===== src/rtl/pux_si_master.sv =====
// -----------------------------------------------------------------------------
// pux_si_master
//   Initiator-side partner of pux_si. Accepts one host command at a time,
//   issues it as a single opcode beat on the AXIS opcode channel, sinks the
//   matching status beat (or times out) and returns {opcode, status, timeout}
//   to the host. Exactly one opcode is ever outstanding.
//
// Ports
//   axis_clk, axis_rstn               clock, asynchronous active-low reset
//   cmd_valid/cmd_ready/cmd_opcode    host command channel (ready only in IDLE)
//   axis_opcode_data/valid/ready      opcode beat to pux_si
//   axis_status_data/valid/ready      status beat from pux_si (ready only in WAIT_STS)
//   rsp_valid/ready/opcode/status/timeout
//                                     response to host; status is 0 on timeout
//   busy                              high whenever the FSM is not IDLE
//
// Every output is taken straight from a register.
// -----------------------------------------------------------------------------
module pux_si_master #(
  parameter int OPCW       = 8,
  parameter int STATUSW    = 2,
  parameter int TMO_CYCLES = 200   // legal range 1..65535
) (
  input  logic               axis_clk,
  input  logic               axis_rstn,
  input  logic               cmd_valid,
  output logic               cmd_ready,
  input  logic [OPCW-1:0]    cmd_opcode,
  output logic [OPCW-1:0]    axis_opcode_data,
  output logic               axis_opcode_valid,
  input  logic               axis_opcode_ready,
  input  logic [STATUSW-1:0] axis_status_data,
  input  logic               axis_status_valid,
  output logic               axis_status_ready,
  output logic               rsp_valid,
  input  logic               rsp_ready,
  output logic [OPCW-1:0]    rsp_opcode,
  output logic [STATUSW-1:0] rsp_status,
  output logic               rsp_timeout,
  output logic               busy
);

  typedef enum logic [1:0] {
    S_IDLE = 2'd0,
    S_SEND = 2'd1,
    S_WAIT = 2'd2,
    S_RESP = 2'd3
  } state_e;

  // Timer value on which WAIT_STS gives up if no status has arrived.
  localparam logic [15:0] TMO_LAST = 16'(TMO_CYCLES - 1);

  state_e             state_q;
  logic [OPCW-1:0]    opc_q;        // latched command; feeds both opcode beat and response
  logic               opc_valid_q;
  logic               sts_ready_q;
  logic               rsp_valid_q;
  logic [STATUSW-1:0] rsp_sts_q;
  logic               rsp_tmo_q;
  logic               cmd_ready_q;
  logic               busy_q;
  logic [15:0]        timer_q;
  logic [15:0]        timer_d;

  // Saturating increment: the timer sticks at all-ones instead of wrapping.
  assign timer_d = (timer_q == 16'hFFFF) ? timer_q : (timer_q + 16'd1);

  // Command FSM with all handshake outputs registered alongside the state.
  always_ff @(posedge axis_clk or negedge axis_rstn) begin
    if (!axis_rstn) begin
      state_q     <= S_IDLE;
      opc_q       <= '0;
      opc_valid_q <= 1'b0;
      sts_ready_q <= 1'b0;
      rsp_valid_q <= 1'b0;
      rsp_sts_q   <= '0;
      rsp_tmo_q   <= 1'b0;
      cmd_ready_q <= 1'b0;
      busy_q      <= 1'b0;
      timer_q     <= 16'd0;
    end else begin
      case (state_q)
        S_IDLE: begin
          // cmd_ready comes up on the first cycle after reset release.
          cmd_ready_q <= 1'b1;
          if (cmd_valid && cmd_ready_q) begin
            opc_q       <= cmd_opcode;
            cmd_ready_q <= 1'b0;
            opc_valid_q <= 1'b1;
            busy_q      <= 1'b1;
            state_q     <= S_SEND;
          end
        end
        S_SEND: begin
          if (axis_opcode_ready) begin
            opc_valid_q <= 1'b0;
            sts_ready_q <= 1'b1;
            timer_q     <= 16'd0;
            state_q     <= S_WAIT;
          end
        end
        S_WAIT: begin
          timer_q <= timer_d;
          // A status on the final timer cycle still wins over the timeout.
          if (axis_status_valid && sts_ready_q) begin
            rsp_sts_q   <= axis_status_data;
            rsp_tmo_q   <= 1'b0;
            rsp_valid_q <= 1'b1;
            sts_ready_q <= 1'b0;
            state_q     <= S_RESP;
          end else if (timer_q == TMO_LAST) begin
            rsp_sts_q   <= '0;
            rsp_tmo_q   <= 1'b1;
            rsp_valid_q <= 1'b1;
            sts_ready_q <= 1'b0;
            state_q     <= S_RESP;
          end
        end
        S_RESP: begin
          if (rsp_ready) begin
            rsp_valid_q <= 1'b0;
            cmd_ready_q <= 1'b1;
            busy_q      <= 1'b0;
            state_q     <= S_IDLE;
          end
        end
        default: begin
          // Unreachable encoding: fall back to a quiet IDLE.
          state_q     <= S_IDLE;
          opc_valid_q <= 1'b0;
          sts_ready_q <= 1'b0;
          rsp_valid_q <= 1'b0;
          cmd_ready_q <= 1'b0;
          busy_q      <= 1'b0;
        end
      endcase
    end
  end

  assign cmd_ready         = cmd_ready_q;
  assign axis_opcode_data  = opc_q;
  assign axis_opcode_valid = opc_valid_q;
  assign axis_status_ready = sts_ready_q;
  assign rsp_valid         = rsp_valid_q;
  assign rsp_opcode        = opc_q;
  assign rsp_status        = rsp_sts_q;
  assign rsp_timeout       = rsp_tmo_q;
  assign busy              = busy_q;

endmodule


===== config.mk =====
export PLATFORM = sky130hd
export DESIGN_NAME = pux_si_master
export DESIGN_NICKNAME = d
export VERILOG_FILES = /design/src/rtl/pux_si_master.sv
export SDC_FILE = /design/constraint.sdc
export NUM_CORES = 1
export LEC_CHECK = 0
export ABC_AREA = 0
export CORE_AREA = 4 4 83 85
export DETAILED_ROUTE_END_ITERATION = 16
export DIE_AREA = 0 0 87 89
export SETUP_SLACK_MARGIN = 0.15
export SYNTH_ARGS = -nofsm -noshare
export SYNTH_HDL_FRONTEND = slang
export SYNTH_SLANG_ARGS = --single-unit
export TNS_END_PERCENT = 50

===== constraint.sdc =====
create_clock -name axis_clk -period 3.6 [get_ports axis_clk]
set_clock_uncertainty 0.15 [all_clocks]
set_input_delay 0.54 -clock axis_clk [delete_from_list [all_inputs] [get_ports axis_clk]]
set_output_delay 0.54 -clock axis_clk [all_outputs]
set_load 0.02 [all_outputs]

Word level (Yosys, flattened, before mapping)
Cells that the tools add are included.
- register bits: 34
- bits in latches: 0
- memory bits (writable): 0
- ROM bits: 0
- input port bits: 16
- logic and storage cells: 65
- memories: 0
- add/subtract/negate cells: 1
- $mul: 0
- divide/modulo/power cells: 0
- order comparisons: 0
- equality and inequality tests: 10
- shift-type cells: 0
- multiplexer cells: 27
- bitwise operators: 0
- reduce and logical (&&, ||, !) cells: 17
- operators by type and width (operator ; number):
    16-bit two-way mux ; 2
    16-bit case mux with 2 select lines ; 1
    16-bit by 1-bit adder with 16-bit output (second input constant) ; 1
    16-bit equality test (second input constant) ; 1
    16-bit by 8-bit equality test with 1-bit output (second input constant) ; 1
    3-bit AND reduction ; 5
    2-bit two-way mux ; 7
    1-bit two-way mux ; 11
    1-bit case mux with 2 select lines ; 5
    2-bit nonzero test ; 5
    2-bit inequality test (second input constant) ; 4
    2-bit case mux with 4 select lines ; 1
    2-bit AND reduction ; 3
    2-bit equality test (second input constant) ; 2
    4-bit AND reduction ; 1
    3-bit inequality test (second input constant) ; 1
    2-bit by 1-bit equality test with 1-bit output (second input constant) ; 1
    1-bit logical AND ; 2
    2-bit zero test ; 1

Depth between registers and ports, before layout
Gate-level depths: netlist of run 1.
- depth after elaboration: 4
- mapped depth: 8
- gate-level depth less buffers: 7

Least setup slack after synthesis of run 1
No wires, ideal clock.
- kind: reg-to-reg
- start point: register state_q[1]
- end point: register timer_q[11]
- setup time: 0.083 ns
- arrival: 1.819 ns
- required time: 3.367 ns
- path slack: 1.548 ns
- stages on the path, launching flop included: 9
- path buffers: 1
- cell sequence: dfrtp_1 > inv_1 > ha_1 > mux2_4 > nand2_4 > or2_0 > buf_2 > or4_1 > o21ai_0
- longest elaborated chain between the ends: 3
- RTL lines (element ; line ; RTL):
    start, declared ; 53 ; state_e state_q;
    start signal, assigned ; 71 ; state_q <= S_IDLE;
    start signal, assigned ; 91 ; state_q <= S_SEND;
    start signal, assigned ; 99 ; state_q <= S_WAIT;
    2-bit equality test or 2-bit by 1-bit equality test with 1-bit output (tied branches) ; 82 ; case (state_q)
    2-bit inequality test (no source line) or 2-bit nonzero test (tied branches) ; n/a ;
    3-bit AND reduction (no source line) ; n/a ;
    end signal, assigned ; 103 ; timer_q <= timer_d;
    end, declared ; 62 ; logic [15:0] timer_q;
Parallel ways exist; a longest one is shown, timed or not.
A chain may end at the register's enable or synchronous reset.

Final worst setup path of run 1
- start point: register state_q[0]
- end point: register timer_q[11]
Same word-level chain as after synthesis.

==> summary.md, run 1 <==
| Metric | Value |
|---|---|
| Yosys top cell area share | `46.6%` |
| Clock slew at reported path FFs | `around 0.07 ns` |
| Die area | `around 7700 µm²` |
| Synth cell types | `38` |
| Synth area leader | `dfrtp_1` |
| Max-Cap Viols | `0` |
| Peak Freq | `around 420 MHz` |
| Synth Warn # | `0` |
| Slew Limit Fails | `0` |
| Reg2reg path depth | `7` |
| Placed cells | `~290` |
| Crit end category | `flop` |
| Yosys reg bits | `34` |
| Row cnt | `29` |
| Worst R2R Start | `state_q[0]` |
| RSZ-0062 raised after global routing | `false` |
| Port bufs | `39` |
| Max-slew headroom | `between 50% and 60%` |
| Post-synth EDFFs | `0` |
| Setup violations, final | `0` |
| First-pass GRT wire length | `between 7000 and 8000 µm` |
| Top_reg_cell synth | `dfrtp_1` |
| Worst setup margin | `1.20 ns` |
| Most frequent cells in the layout | `clkdlybuf4s50_1 (39), dfrtp_1 (34), nand2_1 (17)` |
| Worst min path class | `reg2reg` |
| Initial antenna violation count | `0` |
| H-Tree Depth | `2` |
| Initial DRC count | `100` |
| Clock sink total | `34` |
| GRT Residual Overflow | `0` |
| Drt wl/cell | `approximately 14 µm` |
| Final Wtd Congestion | `approximately 0.85` |
| Worst skew pair latency | `slightly below 0.3 ns` |
| Post-Syn Area | `between 1500 and 2000 µm²` |
| Crit path to | `timer_q[11]` |
| Critical Path Source | `state_q[0]` |
| Synthesis-to-layout area growth | `31.1%` |
| Period Utilization, post-route | `between 60% and 70%` |
| Fraction of registers with async set/reset | `100%` |
| Flop-to-flop setup slack | `1.20 ns` |
| Final cell utilization of the core | `between 30% and 40%` |
| Syn avg cell area | `10.1 µm²` |
| Critical Path Source Type | `flop` |
| Part of the Yosys area used for sequential elements | `between 40% and 50%` |
| CTS tree | `yes` |
| Status | `completed` |
| # resized after CTS | `0` |
| Layout cells sized above 1 | `10.6%` |
| R2R Path End | `timer_q[11]` |
| Synth Instances | `181` |
| Post-route DRC | `0` |
| Clk buf depth | `2` |
| Area contributors post-synth | `dfrtp_1 (47%), mux2_2 (5.6%), ha_1 (4.1%), nand2_1 (3.5%), buf_4 (3.3%)` |
| Crit path kind | `reg2reg` |
| Vias in the first global route | `1516` |
| Dpl hpwl | `~3200 µm` |
| Initial Utilization | `around 29%` |
| Non-Filler Instances | `between 200 and 300` |
| Max VDD drop | `341 µV` |
| NumNets Final | `about 240` |
| CTS Root Cell | `clkbuf_8` |
| Top-Level Pins | `40` |
| Pre-CTS setup slack | `between 1 and 1.5 ns` |
| # hold bufs at CTS | `0` |
| Core Area | `about 6200 µm²` |
| Final hold violation count | `0` |
| Routed wire length | `approximately 4200 µm` |
| Die Y | `between 80 and 90 µm` |
| Drt first pass iters | `4` |
| Final ANT Viol Nets | `0` |
| Tot GR Track Use | `11.9%` |
| Pwr/cell area | `between 800 and 900 nW/µm²` |
| Critical path peak fanout | `13` |
| CP Data Required Time | `between 3 and 4 ns` |
| Most common cell after layout, fill and taps aside | `clkdlybuf4s50_1` |
| Die extent in x | `between 80 and 90 µm` |
| Period minus WS final | `2.40 ns` |
| Post-CTS setup buffers | `0` |
| Setup TNS | `0 ns` |
| Largest net degree at the start of global routing | `35` |
| CP arrival | `roughly 2.5 ns` |
| Static Leak | `1.01 nW` |
| Via count | `between 1k and 1.5k` |
| ANT cells | `0` |
| Num CTS Buffers | `5` |
| Worst-margin pin slew | `0.628 ns` |
| Mapped Nets | `approximately 200` |
| Avg Vias per Cell | `between 4 and 5` |
-- synth_stat cells, types with 3 or more instances --
| cell type | number |
|---|---|
| ha_1 | 6 |
| inv_1 | 10 |
| a21oi_1 | 10 |
| mux2_2 | 9 |
| a31oi_1 | 8 |
| o311ai_0 | 6 |
| nand3_1 | 10 |
| and3_1 | 4 |
| o21ai_0 | 9 |
| o31ai_1 | 4 |
| nand4_1 | 3 |
| dfrtp_1 | 34 |
| nand2_1 | 17 |
| nor4_1 | 4 |
| nor2_1 | 9 |
| buf_4 | 8 |
-- how the worst min path moves through the flow --
stage,start,to,cells after the start
floorplan,axis_rstn,axis_opcode_data[0],0
global placement,rsp_status[1],rsp_status[1],1
detailed placement,rsp_status[0],rsp_status[0],1
CTS,rsp_status[0],rsp_status[0],1
global route,rsp_status[0],rsp_status[0],1
finish,rsp_status[0],rsp_status[0],1
-- worst max-delay path, stage by stage, from the launching register on --
cell	delay, ns
dfrtp_1	0.41
inv_1	0.12
ha_1	0.42
mux2_4	0.29
nand2_4	0.07
or2_0	0.30
or4_1	0.48
o21ai_0	0.08
-- layer usage --
metal	vias to the layer above	part of all wire (%)	track usage [%]
met3	8	3.0	1.66
li1	738	-	-
met4	0	2.3	5.81
met2	23	48	19.5
met5	-	0	0
met1	703	47	15.3
-- kinds of logic after synthesis --
logic type	after synthesis	share of synthesized area (%)
flops	34	46.6
simple gates	58	17.1
buf+inv	22	6.31
mux	12	7.48
compound gates	49	18.3
fa+ha+maj	6	4.12
-- where the power goes --
group | switching (mW) | internal, mW
Combinational | 0.494 | 0.450
Sequential | 0.104 | 0.510
Clock | 0.143 | 0.295
-- sequential cells by signal, summed over array words and instances (netlist names) --
register,flops
axis_opcode_data,8
cmd_ready,1
busy,1
rsp_timeout,1
state_q,2
axis_status_ready,1
axis_opcode_valid,1
timer_q,16
rsp_valid,1
rsp_status,2
-- cell type report --
cell class	count	area, µm²
clock buffers	6	82.6
repair buffers	41	405
inverters	10	37.5
fillers	607	3810
well taps	77	96.3
multi-input cells	125	858
clock inverters	2	60.1
flip-flops and latches	34	851
-- through the flow --
stage / hold slack (ns) / cell area (µm²) / power [mW]
global route: 0.378 / 2390 / 2.13
global placement: 0.345 / 2250 / 1.57
detailed placement: 0.344 / 2250 / 1.58
finish: 0.360 / 2390 / 2.00
CTS: 0.361 / 2390 / 2.02
floorplan: 0.0944 / 1820 / 1.24
No activity file was read; power rests on OpenSTA's default activity.
==> run 2, diff against run 1 <==
==> constraint.sdc (replaced) <==
create_clock -name axis_clk -period 2.2 [get_ports axis_clk]
set_clock_uncertainty 0.15 [all_clocks]
set_input_delay 0.33 -clock axis_clk [delete_from_list [all_inputs] [get_ports axis_clk]]
set_output_delay 0.33 -clock axis_clk [all_outputs]
set_load 0.02 [all_outputs]
==> run 2 against run 1 <==
  * Cell count increased by 3.7%
  * Wire length increased by 6.8%
  * Sequential cell count unchanged
  * Sequential share of layout area decreased by 1.3 points
  * Setup slack got worse by 1.1 ns
==> summary.md, run 2 (same netlist as run 1, synthesis figures left out) <==
| Metric | Value |
|---|---|
| Slew Limit Fails | `0` |
| Critical Path Source Type | `flop` |
| Max-Cap Viols | `0` |
| Max reg flops | `16` |
| CTS tree | `yes` |
| Worst min path class | `in2async` |
| Num CTS Buffers | `5` |
| Core Area | `a little over 6000 µm²` |
| Max incr delay on CP | `about 0.54 ns` |
| Setup TNS | `0 ns` |
| Clock slew at reported path FFs | `around 0.07 ns` |
| Setup violations, final | `0` |
| Drt first pass iters | `4` |
| Period Utilization, post-route | `93.1%` |
| Sequential power share | `a little under a third` |
| Most frequent cells in the layout | `clkdlybuf4s50_1 (39), dfrtp_1 (31), nand2_1 (16), buf_4 (12), nand3_1 (10)` |
| Layout cells sized above 1 | `21.0%` |
| Initial Utilization | `29.4%` |
| Final cell utilization of the core | `roughly two fifths` |
| Int Pwr | `1.97 mW` |
| Crit path kind | `reg2reg` |
| Avg Vias per Cell | `a little over 5` |
| Fin Hold WS | `about 0.3 ns` |
| Crit-path cells | `or4_4, nor2_2, a32oi_2, a21oi_2, mux2_2` |
| Peak Freq | `~500 MHz` |
| Psw | `roughly 1.3 mW` |
| First-pass GRT wire length | `about 7200 µm` |
| # hold bufs at CTS | `0` |
| Clk buf depth | `2` |
| Max VDD drop | `479 µV` |
| Static Leak | `approximately 1.0 nW` |
| Die area | `just under 8000 µm²` |
| Crit end category | `flop` |
| RSZ-0062 raised after global routing | `true` |
| Worst-margin pin slew | `roughly 0.45 ns` |
| Flop-to-flop setup slack | `0.15 ns` |
| Status | `completed` |
| Initial antenna violation count | `0` |
| Clock share of power | `14.7%` |
| Top reg by flops | `timer_q` |
| GRT Residual Overflow | `0` |
| Synthesis-to-layout area growth | `36.7%` |
| CP arrival | `slightly above 2 ns` |
| Dpl hpwl | `3300 µm` |
| CTS Root Cell | `clkbuf_8` |
| Port bufs | `39` |
| Critical path peak fanout | `5` |
| Final ANT Viol Nets | `0` |
| Largest net degree at the start of global routing | `35` |
| Max-slew headroom | `between 60% and 70%` |
| Worst skew pair latency | `roughly 0.28 ns` |
| CP Data Required Time | `~2.2 ns` |
| NumNets Final | `250` |
| Die Y | `about 89 µm` |
| Final Wtd Congestion | `0.786` |
| CP max-delay cell | `or4_4` |
| H-Tree Depth | `2` |
| Initial DRC count | `80` |
| Row cnt | `29` |
| Top-Level Pins | `40` |
| Clock sink total | `34` |
| Switching Fraction | `40.1%` |
| Tot GR Track Use | `12.0%` |
| Drt wl/cell | `around 15 µm` |
| ANT cells | `0` |
| Total power | `about 3.3 mW` |
| Final hold violation count | `0` |
| Post-route DRC | `0` |
| Logic pwr share | `between 50% and 60%` |
| Pwr/cell area | `1320 nW/µm²` |
| Via count | `1580` |
| Vias in the first global route | `~1.4k` |
| Most common cell after layout, fill and taps aside | `clkdlybuf4s50_1` |
| Routed wire length | `between 4000 and 5000 µm` |
| Die extent in x | `a little under 90 µm` |
| Period minus WS final | `between 2 and 2.5 ns` |
==> run 2: repair_timing <==
action | in CTS | in global routing
setup endpoints to repair | 4 | 18
cloned | 0 | 0
buffers inserted | 0 | 1
pin swaps | 1 | 2
gates resized for setup | 2 | 16
==> run 2: final timing paths <==
| path | start | to | cells after the start |
|---|---|---|---|
| max | timer_q[5] | state_q[1] | 5 |
| min | axis_rstn | timer_q[15] | 2 |
| max reg2reg | timer_q[5] | state_q[1] | 5 |
| min reg2reg | timer_q[0] | timer_q[0] | 1 |
| max in group asynchronous | axis_rstn | timer_q[5] | 2 |
| min in group axis_clk | timer_q[0] | timer_q[0] | 1 |
==> run 2: routing by layer <==
| layer | vias to the layer above | track usage, % | routed length [µm] |
|---|---|---|---|
| met5 | - | 0 | 0 |
| met4 | 0 | 4.39 | 60 |
| met3 | 6 | 2.76 | 195 |
| met2 | 46 | 19.9 | 2260 |
| met1 | 761 | 15.3 | 1960 |
| li1 | 767 | - | - |
==> run 2: cell type report <==
type / count / area (µm²)
clock buffer: 6 / 82.6
clock inverter: 2 / 12.5
fill: 610 / 3710
inverter: 10 / 37.5
multi-input combinational: 125 / 915
sequential: 34 / 855
tap: 77 / 96.3
timing repair buffer: 52 / 495
==> run 2: power by group through the flow <==
| stage | Clock [mW] | Sequential, mW | Combinational [mW] |
|---|---|---|---|
| 5_1_grt | 0.536 | 1.06 | 1.93 |
| 3_3_place_gp | 0 | 1.01 | 1.67 |
| 2_1_floorplan | 0 | 1.16 | 0.872 |
| 3_5_place_dp | 0 | 1.02 | 1.69 |
| 4_1_cts | 0.507 | 1.01 | 1.70 |
| 6_report | 0.485 | 1.02 | 1.79 |
==> run 2: critical path: cells and delay by family, from the launching register on <==
kind / cells / cell delay, ns
flip-flops: 1 / 0.44
multiplexers: 1 / 0.34
AND/OR/NAND/NOR: 2 / 0.66
AO/OA/AOI/OAI: 2 / 0.35
==> run 2: stage by stage <==
step | area, µm² | cells | setup WS, ns
detailed placement | 2330 | 297 | 0.0855
global route | 2490 | 306 | 0.0763
global placement | 2330 | 297 | 0.0977
finish | 2490 | 306 | 0.151
CTS | 2430 | 305 | 0.132
floorplan | 1830 | 181 | 0.154
